`src/rtl/axi4_lite_regfile_pkg.sv`:
```
// Shared definitions for the AXI4-Lite register file: response codes, FSM encodings, width helpers.
// Latency: n/a (package only).
// Backpressure: n/a (package only).
package axi4_lite_pkg;

  localparam logic [1:0] RESP_OKAY   = 2'b00;
  localparam logic [1:0] RESP_EXOKAY = 2'b01;
  localparam logic [1:0] RESP_SLVERR = 2'b10;
  localparam logic [1:0] RESP_DECERR = 2'b11;

  typedef enum logic {
    W_IDLE = 1'b0,
    W_RESP = 1'b1
  } wr_state_t;

  typedef enum logic {
    R_IDLE = 1'b0,
    R_DATA = 1'b1
  } rd_state_t;

  // Ceiling log2; clog2(1) = 0.
  function automatic int clog2(input int value);
    int result;
    result = 0;
    for (int i = 0; i < 31; i++) begin
      if ((1 << i) < value) result = i + 1;
    end
    return result;
  endfunction

  // Word-index width for a memory of 'depth' words, never narrower than one bit.
  function automatic int idx_width(input int depth);
    return (clog2(depth) < 1) ? 1 : clog2(depth);
  endfunction

endpackage

```
`src/rtl/axi4_lite_regfile_mem.sv`:
```
// Register storage: DATA_DEPTH words, one byte-enabled synchronous write port, one combinational read port.
// Latency: write lands on the clock edge with wr_en; read data reflects the stored value in the same cycle.
// Backpressure: none; the caller only raises wr_en for in-range words.
//
// Ports:
//   ACLK, ARESETN          clock, async active-low clear of every word
//   wr_en/wr_idx/wr_strb/wr_dat   write port (bytes with wr_strb[k]=1 are updated)
//   rd_idx/rd_dat          read port (pre-write value when a write hits the same word on the same edge)
module axi4_lite_regfile_mem
  import axi4_lite_pkg::*;
#(
  parameter int DATA_WIDTH = 32,
  parameter int DATA_DEPTH = 32,
  localparam int IDX_W  = idx_width(DATA_DEPTH),
  localparam int STRB_W = DATA_WIDTH / 8
) (
  input  logic                  ACLK,
  input  logic                  ARESETN,
  input  logic                  wr_en,
  input  logic [IDX_W-1:0]      wr_idx,
  input  logic [STRB_W-1:0]     wr_strb,
  input  logic [DATA_WIDTH-1:0] wr_dat,
  input  logic [IDX_W-1:0]      rd_idx,
  output logic [DATA_WIDTH-1:0] rd_dat
);

  logic [DATA_WIDTH-1:0] mem_q [DATA_DEPTH];

  always_ff @(posedge ACLK or negedge ARESETN) begin
    if (!ARESETN) begin
      for (int i = 0; i < DATA_DEPTH; i++) mem_q[i] <= '0;
    end else if (wr_en) begin
      for (int k = 0; k < STRB_W; k++) begin
        if (wr_strb[k]) mem_q[wr_idx][8*k +: 8] <= wr_dat[8*k +: 8];
      end
    end
  end

  assign rd_dat = mem_q[rd_idx];

endmodule

```
`src/rtl/axi4_lite_regfile.sv`:
```
// AXI4-Lite slave register file with independent read/write paths, AW/W in any order, byte strobes, SLVERR on out-of-range.
// Latency: BVALID one cycle after the later of the AW/W handshakes; RVALID one cycle after the AR handshake.
// Backpressure: AWREADY/WREADY low while a channel payload is held or a response waits for BREADY; ARREADY low until RREADY.
//
// Ports:
//   ACLK, ARESETN                              clock, async active-low reset
//   S_AXI_AW*, S_AXI_W*, S_AXI_B*              write address / data / response channels
//   S_AXI_AR*, S_AXI_R*                        read address / data channels
module axi4_lite_regfile
  import axi4_lite_pkg::*;
#(
  parameter int ADDRESS_WIDTH = 32,
  parameter int DATA_WIDTH    = 32,
  parameter int DATA_DEPTH    = 32
) (
  input  logic                      ACLK,
  input  logic                      ARESETN,
  input  logic [ADDRESS_WIDTH-1:0]  S_AXI_AWADDR,
  input  logic                      S_AXI_AWVALID,
  output logic                      S_AXI_AWREADY,
  input  logic [DATA_WIDTH-1:0]     S_AXI_WDATA,
  input  logic [DATA_WIDTH/8-1:0]   S_AXI_WSTRB,
  input  logic                      S_AXI_WVALID,
  output logic                      S_AXI_WREADY,
  output logic [1:0]                S_AXI_BRESP,
  output logic                      S_AXI_BVALID,
  input  logic                      S_AXI_BREADY,
  input  logic [ADDRESS_WIDTH-1:0]  S_AXI_ARADDR,
  input  logic                      S_AXI_ARVALID,
  output logic                      S_AXI_ARREADY,
  output logic [DATA_WIDTH-1:0]     S_AXI_RDATA,
  output logic [1:0]                S_AXI_RRESP,
  output logic                      S_AXI_RVALID,
  input  logic                      S_AXI_RREADY
);

  localparam int STRB_W     = DATA_WIDTH / 8;
  localparam int ADDR_LSB   = clog2(STRB_W);
  localparam int IDX_FULL_W = ADDRESS_WIDTH - ADDR_LSB;
  localparam int IDX_W      = idx_width(DATA_DEPTH);
  localparam logic [IDX_FULL_W-1:0] DEPTH_LIM = IDX_FULL_W'(DATA_DEPTH);

  // Sub-word address bits carry no meaning here; misaligned accesses hit the containing word.
  logic unused_addr_bits;
  assign unused_addr_bits = ^{S_AXI_AWADDR[ADDR_LSB-1:0], S_AXI_ARADDR[ADDR_LSB-1:0]};

  // ---------------- write path ----------------
  wr_state_t              w_state;
  logic                   aw_held, w_held;
  logic [IDX_FULL_W-1:0]  aw_idx_q;
  logic [DATA_WIDTH-1:0]  wdata_q;
  logic [STRB_W-1:0]      wstrb_q;
  logic                   bvalid_q;
  logic [1:0]             bresp_q;

  logic                   aw_hs, w_hs, wr_commit, wr_in_range;
  logic [IDX_FULL_W-1:0]  aw_idx_in, wr_idx_full;
  logic [DATA_WIDTH-1:0]  wr_dat;
  logic [STRB_W-1:0]      wr_strb;

  assign S_AXI_AWREADY = (w_state == W_IDLE) && !aw_held;
  assign S_AXI_WREADY  = (w_state == W_IDLE) && !w_held;
  assign S_AXI_BVALID  = bvalid_q;
  assign S_AXI_BRESP   = bresp_q;

  assign aw_hs     = S_AXI_AWVALID && S_AXI_AWREADY;
  assign w_hs      = S_AXI_WVALID && S_AXI_WREADY;
  assign aw_idx_in = S_AXI_AWADDR[ADDRESS_WIDTH-1:ADDR_LSB];

  // A payload completing this cycle bypasses its holding register so the
  // commit can happen on the same edge as the last handshake.
  assign wr_idx_full = aw_hs ? aw_idx_in : aw_idx_q;
  assign wr_dat      = w_hs ? S_AXI_WDATA : wdata_q;
  assign wr_strb     = w_hs ? S_AXI_WSTRB : wstrb_q;
  assign wr_commit   = (w_state == W_IDLE) && (aw_held || aw_hs) && (w_held || w_hs);
  assign wr_in_range = wr_idx_full < DEPTH_LIM;

  always_ff @(posedge ACLK or negedge ARESETN) begin
    if (!ARESETN) begin
      w_state  <= W_IDLE;
      aw_held  <= 1'b0;
      w_held   <= 1'b0;
      aw_idx_q <= '0;
      wdata_q  <= '0;
      wstrb_q  <= '0;
      bvalid_q <= 1'b0;
      bresp_q  <= RESP_OKAY;
    end else begin
      case (w_state)
        W_IDLE: begin
          if (wr_commit) begin
            aw_held  <= 1'b0;
            w_held   <= 1'b0;
            bvalid_q <= 1'b1;
            bresp_q  <= wr_in_range ? RESP_OKAY : RESP_SLVERR;
            w_state  <= W_RESP;
          end else begin
            if (aw_hs) begin
              aw_held  <= 1'b1;
              aw_idx_q <= aw_idx_in;
            end
            if (w_hs) begin
              w_held  <= 1'b1;
              wdata_q <= S_AXI_WDATA;
              wstrb_q <= S_AXI_WSTRB;
            end
          end
        end
        W_RESP: begin
          if (S_AXI_BREADY) begin
            bvalid_q <= 1'b0;
            w_state  <= W_IDLE;
          end
        end
        default: w_state <= W_IDLE;
      endcase
    end
  end

  // ---------------- read path ----------------
  rd_state_t              r_state;
  logic                   rvalid_q;
  logic [1:0]             rresp_q;
  logic [DATA_WIDTH-1:0]  rdata_q;

  logic [IDX_FULL_W-1:0]  ar_idx;
  logic                   rd_in_range;
  logic [DATA_WIDTH-1:0]  mem_rd_dat;

  assign S_AXI_ARREADY = (r_state == R_IDLE);
  assign S_AXI_RVALID  = rvalid_q;
  assign S_AXI_RRESP   = rresp_q;
  assign S_AXI_RDATA   = rdata_q;

  assign ar_idx      = S_AXI_ARADDR[ADDRESS_WIDTH-1:ADDR_LSB];
  assign rd_in_range = ar_idx < DEPTH_LIM;

  // The memory read is sampled on the same edge a colliding write lands,
  // so a simultaneous AR sees the pre-write contents.
  always_ff @(posedge ACLK or negedge ARESETN) begin
    if (!ARESETN) begin
      r_state  <= R_IDLE;
      rvalid_q <= 1'b0;
      rresp_q  <= RESP_OKAY;
      rdata_q  <= '0;
    end else begin
      case (r_state)
        R_IDLE: begin
          if (S_AXI_ARVALID) begin
            rdata_q  <= rd_in_range ? mem_rd_dat : '0;
            rresp_q  <= rd_in_range ? RESP_OKAY : RESP_SLVERR;
            rvalid_q <= 1'b1;
            r_state  <= R_DATA;
          end
        end
        R_DATA: begin
          if (S_AXI_RREADY) begin
            rvalid_q <= 1'b0;
            r_state  <= R_IDLE;
          end
        end
        default: r_state <= R_IDLE;
      endcase
    end
  end

  // ---------------- storage ----------------
  axi4_lite_regfile_mem #(
    .DATA_WIDTH (DATA_WIDTH),
    .DATA_DEPTH (DATA_DEPTH)
  ) u_mem (
    .ACLK    (ACLK),
    .ARESETN (ARESETN),
    .wr_en   (wr_commit && wr_in_range),
    .wr_idx  (wr_idx_full[IDX_W-1:0]),
    .wr_strb (wr_strb),
    .wr_dat  (wr_dat),
    .rd_idx  (ar_idx[IDX_W-1:0]),
    .rd_dat  (mem_rd_dat)
  );

endmodule

```
`config.mk`:
```
export PLATFORM = sky130hd
export DESIGN_NAME = axi4_lite_regfile
export DESIGN_NICKNAME = d
export VERILOG_FILES = /design/src/rtl/axi4_lite_regfile_pkg.sv /design/src/rtl/axi4_lite_regfile_mem.sv /design/src/rtl/axi4_lite_regfile.sv
export SDC_FILE = /design/constraint.sdc
export NUM_CORES = 2
export LEC_CHECK = 0
export BUFFER_PORTS_ARGS = -buffer_cell sky130_fd_sc_hd__buf_2
export CAP_MARGIN = 20
export CELL_PAD_IN_SITES_DETAIL_PLACEMENT = 1
export CELL_PAD_IN_SITES_GLOBAL_PLACEMENT = 1
export CORE_MARGIN = 2
export CORE_UTILIZATION = 40
export DETAILED_ROUTE_END_ITERATION = 10
export PLACE_DENSITY_LB_ADDON = 0.1
export SYNTH_ARGS = -nofsm -noshare
export SYNTH_HDL_FRONTEND = slang
export SYNTH_SLANG_ARGS = --single-unit
```
`constraint.sdc`:
```
create_clock -name ACLK -period 6 [get_ports ACLK]
set_clock_uncertainty 0.05 [all_clocks]
set_input_delay 1.5 -clock ACLK [delete_from_list [all_inputs] [get_ports ACLK]]
set_output_delay 1.5 -clock ACLK [all_outputs]
set_load 0.03 [all_outputs]
```
After elaboration in Yosys (flattened, before gate mapping):

Cells that the tools add are included.

* register bits: 1132
* bits of input ports: 107
* output and inout bits: 41
* word-level logic and storage cells: 123

* magnitude comparators: 5
* equality and inequality tests: 4
* mux-type cells: 44
* bitwise operators: 5
* reductions and logical operators: 21

Operators with widths (number)
* $mux W1024: 7
* $bwmux W1024: 4
* $demux W32 S5: 4
* $bmux W32 S5: 1
* $mux W32: 5
* $lt A30 B6 Y1 const B: 2
* $mux W30: 1
* $mux W24: 1
* $mux W16: 1
* $reduce_and A2 Y1: 7
* $ge A6 B6 Y1 const B: 2
* $mux W1: 12
* $not A5 Y6: 2
* $logic_and A1 B1 Y1: 8
* $mux W8: 1
* $ne A2 B2 Y1 const B: 4
* $pmux W1 S2: 4
* $lt A6 B1 Y1 const B: 1
* $mux W2: 2
* $mux W4: 1
* $reduce_bool A2 Y1: 2
* $not A1 Y1: 3
* $logic_not A1 Y1: 2
* $logic_or A1 B1 Y1: 2

Logic depth before layout (Yosys ltp):

* depth in word-level cells: 20
* gate-level depth with buffers: 10
* depth with buffers taken out: 5

By module:

A second synthesis with hierarchy kept.

* cells, all modules: 3833
* area, all modules: 52068.7 µm²

By module, submodules not included
* axi4_lite_regfile_mem: times used 1, cells an instance 3508, area each 47454.3 µm²
* axi4_lite_regfile: times used 1, cells an instance 325, area each 4614.4 µm²

Least setup slack after synthesis:

Ideal clock, no wire load.

* kind: input to register
* start point: input port S_AXI_ARADDR[3]
* end point: register rdata_q[8], in the netlist S_AXI_RDATA[8]
* setup time: 0.126 ns
* data arrival time: 3.694 ns
* data required time: 5.824 ns
* slack: 2.130 ns
* stages: 6
* buffers on the path: 3
* cell sequence: clkbuf_1 > buf_2 > buf_1 > mux4_2 > mux4_2 > a221o_1

* cells in the longest elaborated chain, start to end: 5
* elaborated cells on any way between the ends: 6
* those cells by class: order compare: 1; mux: 4; bitwise: 1

RTL lines
* from (decl): RTL line axi4_lite_regfile.sv:28 `input logic [ADDRESS_WIDTH-1:0] S_AXI_ARADDR,`
* parallel branches: the longest is 4 deep, another holds $lt A30 B6 Y1
* $mux W32 (*): RTL line axi4_lite_regfile.sv:150 `rdata_q <= rd_in_range ? mem_rd_dat : '0;`
* to (signal assigned): RTL line axi4_lite_regfile.sv:150
* to (decl): RTL line axi4_lite_regfile.sv:124 `logic [DATA_WIDTH-1:0] rdata_q;`

Mark *: on every way between the ends. The select of a mux whose other input is x is not followed.
A chain may end at the register's enable or synchronous reset.

Worst setup path in the final report:

* start point: input port S_AXI_AWVALID
* end point: register u_mem.mem_q[120] (netlist name)

* cells in the longest elaborated chain, start to end: 15
* elaborated cells on any way between the ends: 27
* those cells by class: order compare: 3; mux: 17; bitwise: 1; reduce/logical: 6

RTL lines
* from (decl): RTL line axi4_lite_regfile.sv:19 `input logic S_AXI_AWVALID,`
* $logic_and A1 B1 Y1 (*): RTL line axi4_lite_regfile.sv:66 `assign aw_hs = S_AXI_AWVALID && S_AXI_AWREADY;`
* $mux W30
* $not A5 Y6 (implied by the code): RTL line axi4_lite_regfile_mem.sv:34 `if (wr_strb[k]) mem_q[wr_idx][8*k +: 8] <= wr_dat[8*k +: 8];`
* $demux W32 S5: RTL line axi4_lite_regfile_mem.sv:34
* $bwmux W1024: RTL line axi4_lite_regfile_mem.sv:34
* $mux W1024: RTL line axi4_lite_regfile_mem.sv:34
* $mux W1024: RTL line axi4_lite_regfile_mem.sv:32 `end else if (wr_en) begin`
* $bwmux W1024: RTL line axi4_lite_regfile_mem.sv:34
* $mux W1024: RTL line axi4_lite_regfile_mem.sv:34
* $mux W1024: RTL line axi4_lite_regfile_mem.sv:32
* $bwmux W1024: RTL line axi4_lite_regfile_mem.sv:34
* $mux W1024: RTL line axi4_lite_regfile_mem.sv:34
* $mux W1024: RTL line axi4_lite_regfile_mem.sv:32
* $bwmux W1024: RTL line axi4_lite_regfile_mem.sv:34
* $mux W1024: RTL line axi4_lite_regfile_mem.sv:34
* to (signal, indexed assignment): RTL line axi4_lite_regfile_mem.sv:34
* to (decl): RTL line axi4_lite_regfile_mem.sv:27 `logic [DATA_WIDTH-1:0] mem_q [DATA_DEPTH];`

Every way passes the cells marked *; elsewhere a longest branch is shown, timed or not. The select of a mux whose other input is x is not followed.

==> impl_results.md <==
* Slew @ Worst Pin at 1020 ps
* Average size of a mapped cell at around 16 sq um
* Share of the synthesized area in the top cell type at 53.7%
* Final setup violation count at 0
* Fmax at roughly 230 MHz
* Min-Delay Path Class: reg -> reg
* DR WL/cell at 28.3 um
* Post-route setup slack at 1590 ps
* Max Cap Viol at 0
* Largest net degree at the start of global routing at 148
* Post-CTS Resized at 0
* DR pass1 iterations at 5
* Sequential area share after synthesis at 53.7%
* Die Y-Extent at around 370 um
* Final hold vios at 0
* H-tree depth at 4
* Final Util at 45.7%
* Grt ovf at 0
* FF+latch count, synth at around 1100
* Family with the most delay on the worst path: simple AND/OR/NAND/NOR gates
* Crit path cell chain: buf_2 > or3b_1 > buf_4 > mux2i_4 > buf_4 > nand3_1 > nor3_2 > mux2_2
* CTS Buf Count at 136
* Pre-CTS setup slack at 814 ps
* Die Wd at 367 um
* Post-CTS Hold Buffers at 0
* Number of global-route vias before repair at 34431
* Commonest non-fill, non-tap cell in the layout: dfrtp_1
* Worst setup SP type: input pin
* Clk sinks at 1130
* CTS Buffer Depth at 3
* Tot GR Track Use at between 20% and 30%
* Cell variety after synth at 43
* Initial antenna violation count at 7
* Post-CTS Setup Bufs at 0
* CTS tree: done
* Max incr delay on CP at 800 ps
* Starting Density at 40.2%
* Nets at 3481
* Main synth FF type: dfrtp_1
* Total Power at slightly below 20 mW
* IO Port Bufs at between 100 and 150
* Synth area leader: dfrtp_1
* Post-Synthesis Cell Area at 52700 sq um
* Post-DP HPWL at 93300 um
* CP Data Arrival Time at 4990 ps
* Cell Rows at 133
* Ys Warns at 0
* Area contributors post-synth: dfrtp_1 (54%), mux2_2 (24%), mux4_2 (12%)
* Post-Route WL at 148000 um
* DR vias at about 30000
* CP bufs+invs at 3
* Cell with the most instances on the worst path: buf_4
* Starting DRC count in detailed routing at 1570
* Clock Tree Root: clkbuf_16
* DRC violations left at 0
* Status: complete, no violations
* Via/cell ratio at 5.70
* Area delta synth->final at 13.8%
* Max FO, Critical Path at 11
* RSZ-0062 raised after global routing: false
* CP max stage cell: or3b_1
* Overall die area at 135000 sq um
* Critical path capture point type: register
* GP Congestion at 0.777
* WHS at 433 ps
* Placeable Area at 131000 sq um
* Cell count after synthesis at ~3200
* Leakage power figure at 29.1 nW
* Crit Path Class: in -> reg
* Antenna Nets Post-Route at 0
* Boundary Pins at 148
* Relative slew slack at around a third
* CTS clk-pin slew, worst paths at 50 ps
* Fraction of layout cells with a size suffix above 1 at 57.3%
* Required @ worst endpoint at about 6600 ps
* Post-synth EDFFs at 0
* Final min period at 4410 ps
* Most frequent cells in the layout: dfrtp_1 (1130), mux2_2 (1123), mux4_2 (287), clkbuf_16 (143), buf_2 (136)
* PwrDens at about 330 nW/um^2
* Fin crit share at 73.5%
* Final Max Tran Viols at 0
* First-pass GRT wire length at 228000 um
* VDD IR max at 0.000254 V
* # fillers at 12602
* Setup tns final at 0 ps
* Synth async-reset ratio at 100%
* Clk Latency, worst-skew pair at 770 ps
## per-stage QoR
stage,instance area (sq um),instances
finish,59900,5231
global route,59900,5230
CTS,59900,5230
detailed placement,55400,4991
global placement,55400,4990
floorplan,52700,3247
## power breakdown
group / total [mW] / switching [mW] / internal, mW
clock network: 8.21 / 3.25 / 4.96
logic: 3.46 / 2.64 / 0.818
registers: 8.02 / 0.143 / 7.88
total: 19.7 / 6.04 / 13.7
## cell usage after synthesis, drive strengths merged (3+ instances only)
| cell type | n |
|---|---|
| dfrtp | 1130 |
| mux2i | 18 |
| clkbuf | 150 |
| nand2b | 11 |
| nor2b | 25 |
| inv | 4 |
| buf | 90 |
| nor4 | 15 |
| o211ai | 3 |
| nand4 | 3 |
| mux4 | 287 |
| nor3 | 144 |
| a21oi | 4 |
| nand2 | 22 |
| o311ai | 11 |
| a221o | 18 |
| o22ai | 32 |
| nor2 | 16 |
| nand3 | 84 |
| mux2 | 1131 |
| a211oi | 31 |
## registers in the layout (all words and copies together), names as in the netlist
signal,flops
S_AXI_BRESP,1
wstrb_q,4
S_AXI_RVALID,1
w_state,1
u_mem.mem_q,1024
S_AXI_RDATA,32
r_state,1
wdata_q,32
w_held,1
aw_held,1
S_AXI_BVALID,1
S_AXI_RRESP,1
aw_idx_q,30
## area by class of cell
cell class	instances	area [sq um]	share of cell area [%]
repair buffers	229	1640	2.74
inverters	5	18.8	0.0313
well taps	1755	2200	3.66
multi-input cells	1872	23300	38.9
flip-flops and latches	1130	28300	47.2
diodes	1	2.50	0.00418
clock buffers	215	4280	7.14
clock inverters	24	220	0.367
## cells by family (layout without fill, tap and decap cells)
family	Yosys count	after routing	synth area share (%)
AO/OA/AOI/OAI	106	106	1.53
flip-flops	1130	1130	53.7
other	1	3	0.00712
AND/OR/NAND/NOR	328	328	5.68
buffers and inverters	245	473	2.13
multiplexers	1436	1436	37.0
## final timing paths
check | from | to | slack, ps | cells past startpoint
setup / recovery | S_AXI_AWVALID | u_mem.mem_q[120] | 1590 | 8
hold / removal | u_mem.mem_q[3] | u_mem.mem_q[3] | 430 | 1
setup reg to reg | w_state | u_mem.mem_q[120] | 1840 | 7
hold reg to reg | u_mem.mem_q[3] | u_mem.mem_q[3] | 430 | 1
max in group asynchronous | ARESETN | u_mem.mem_q[1018] | 3660 | 2
min in group asynchronous | ARESETN | u_mem.mem_q[231] | 790 | 1
## metal layers
metal	wire (um)	part of all wire, %	track usage, %
met1	66300	45	30.7
met2	73400	49	37.6
met3	4890	3.3	3.40
met4	3710	2.5	6.81
met5	0	0	0
Note: power is estimated with default switching activity, not from simulation.
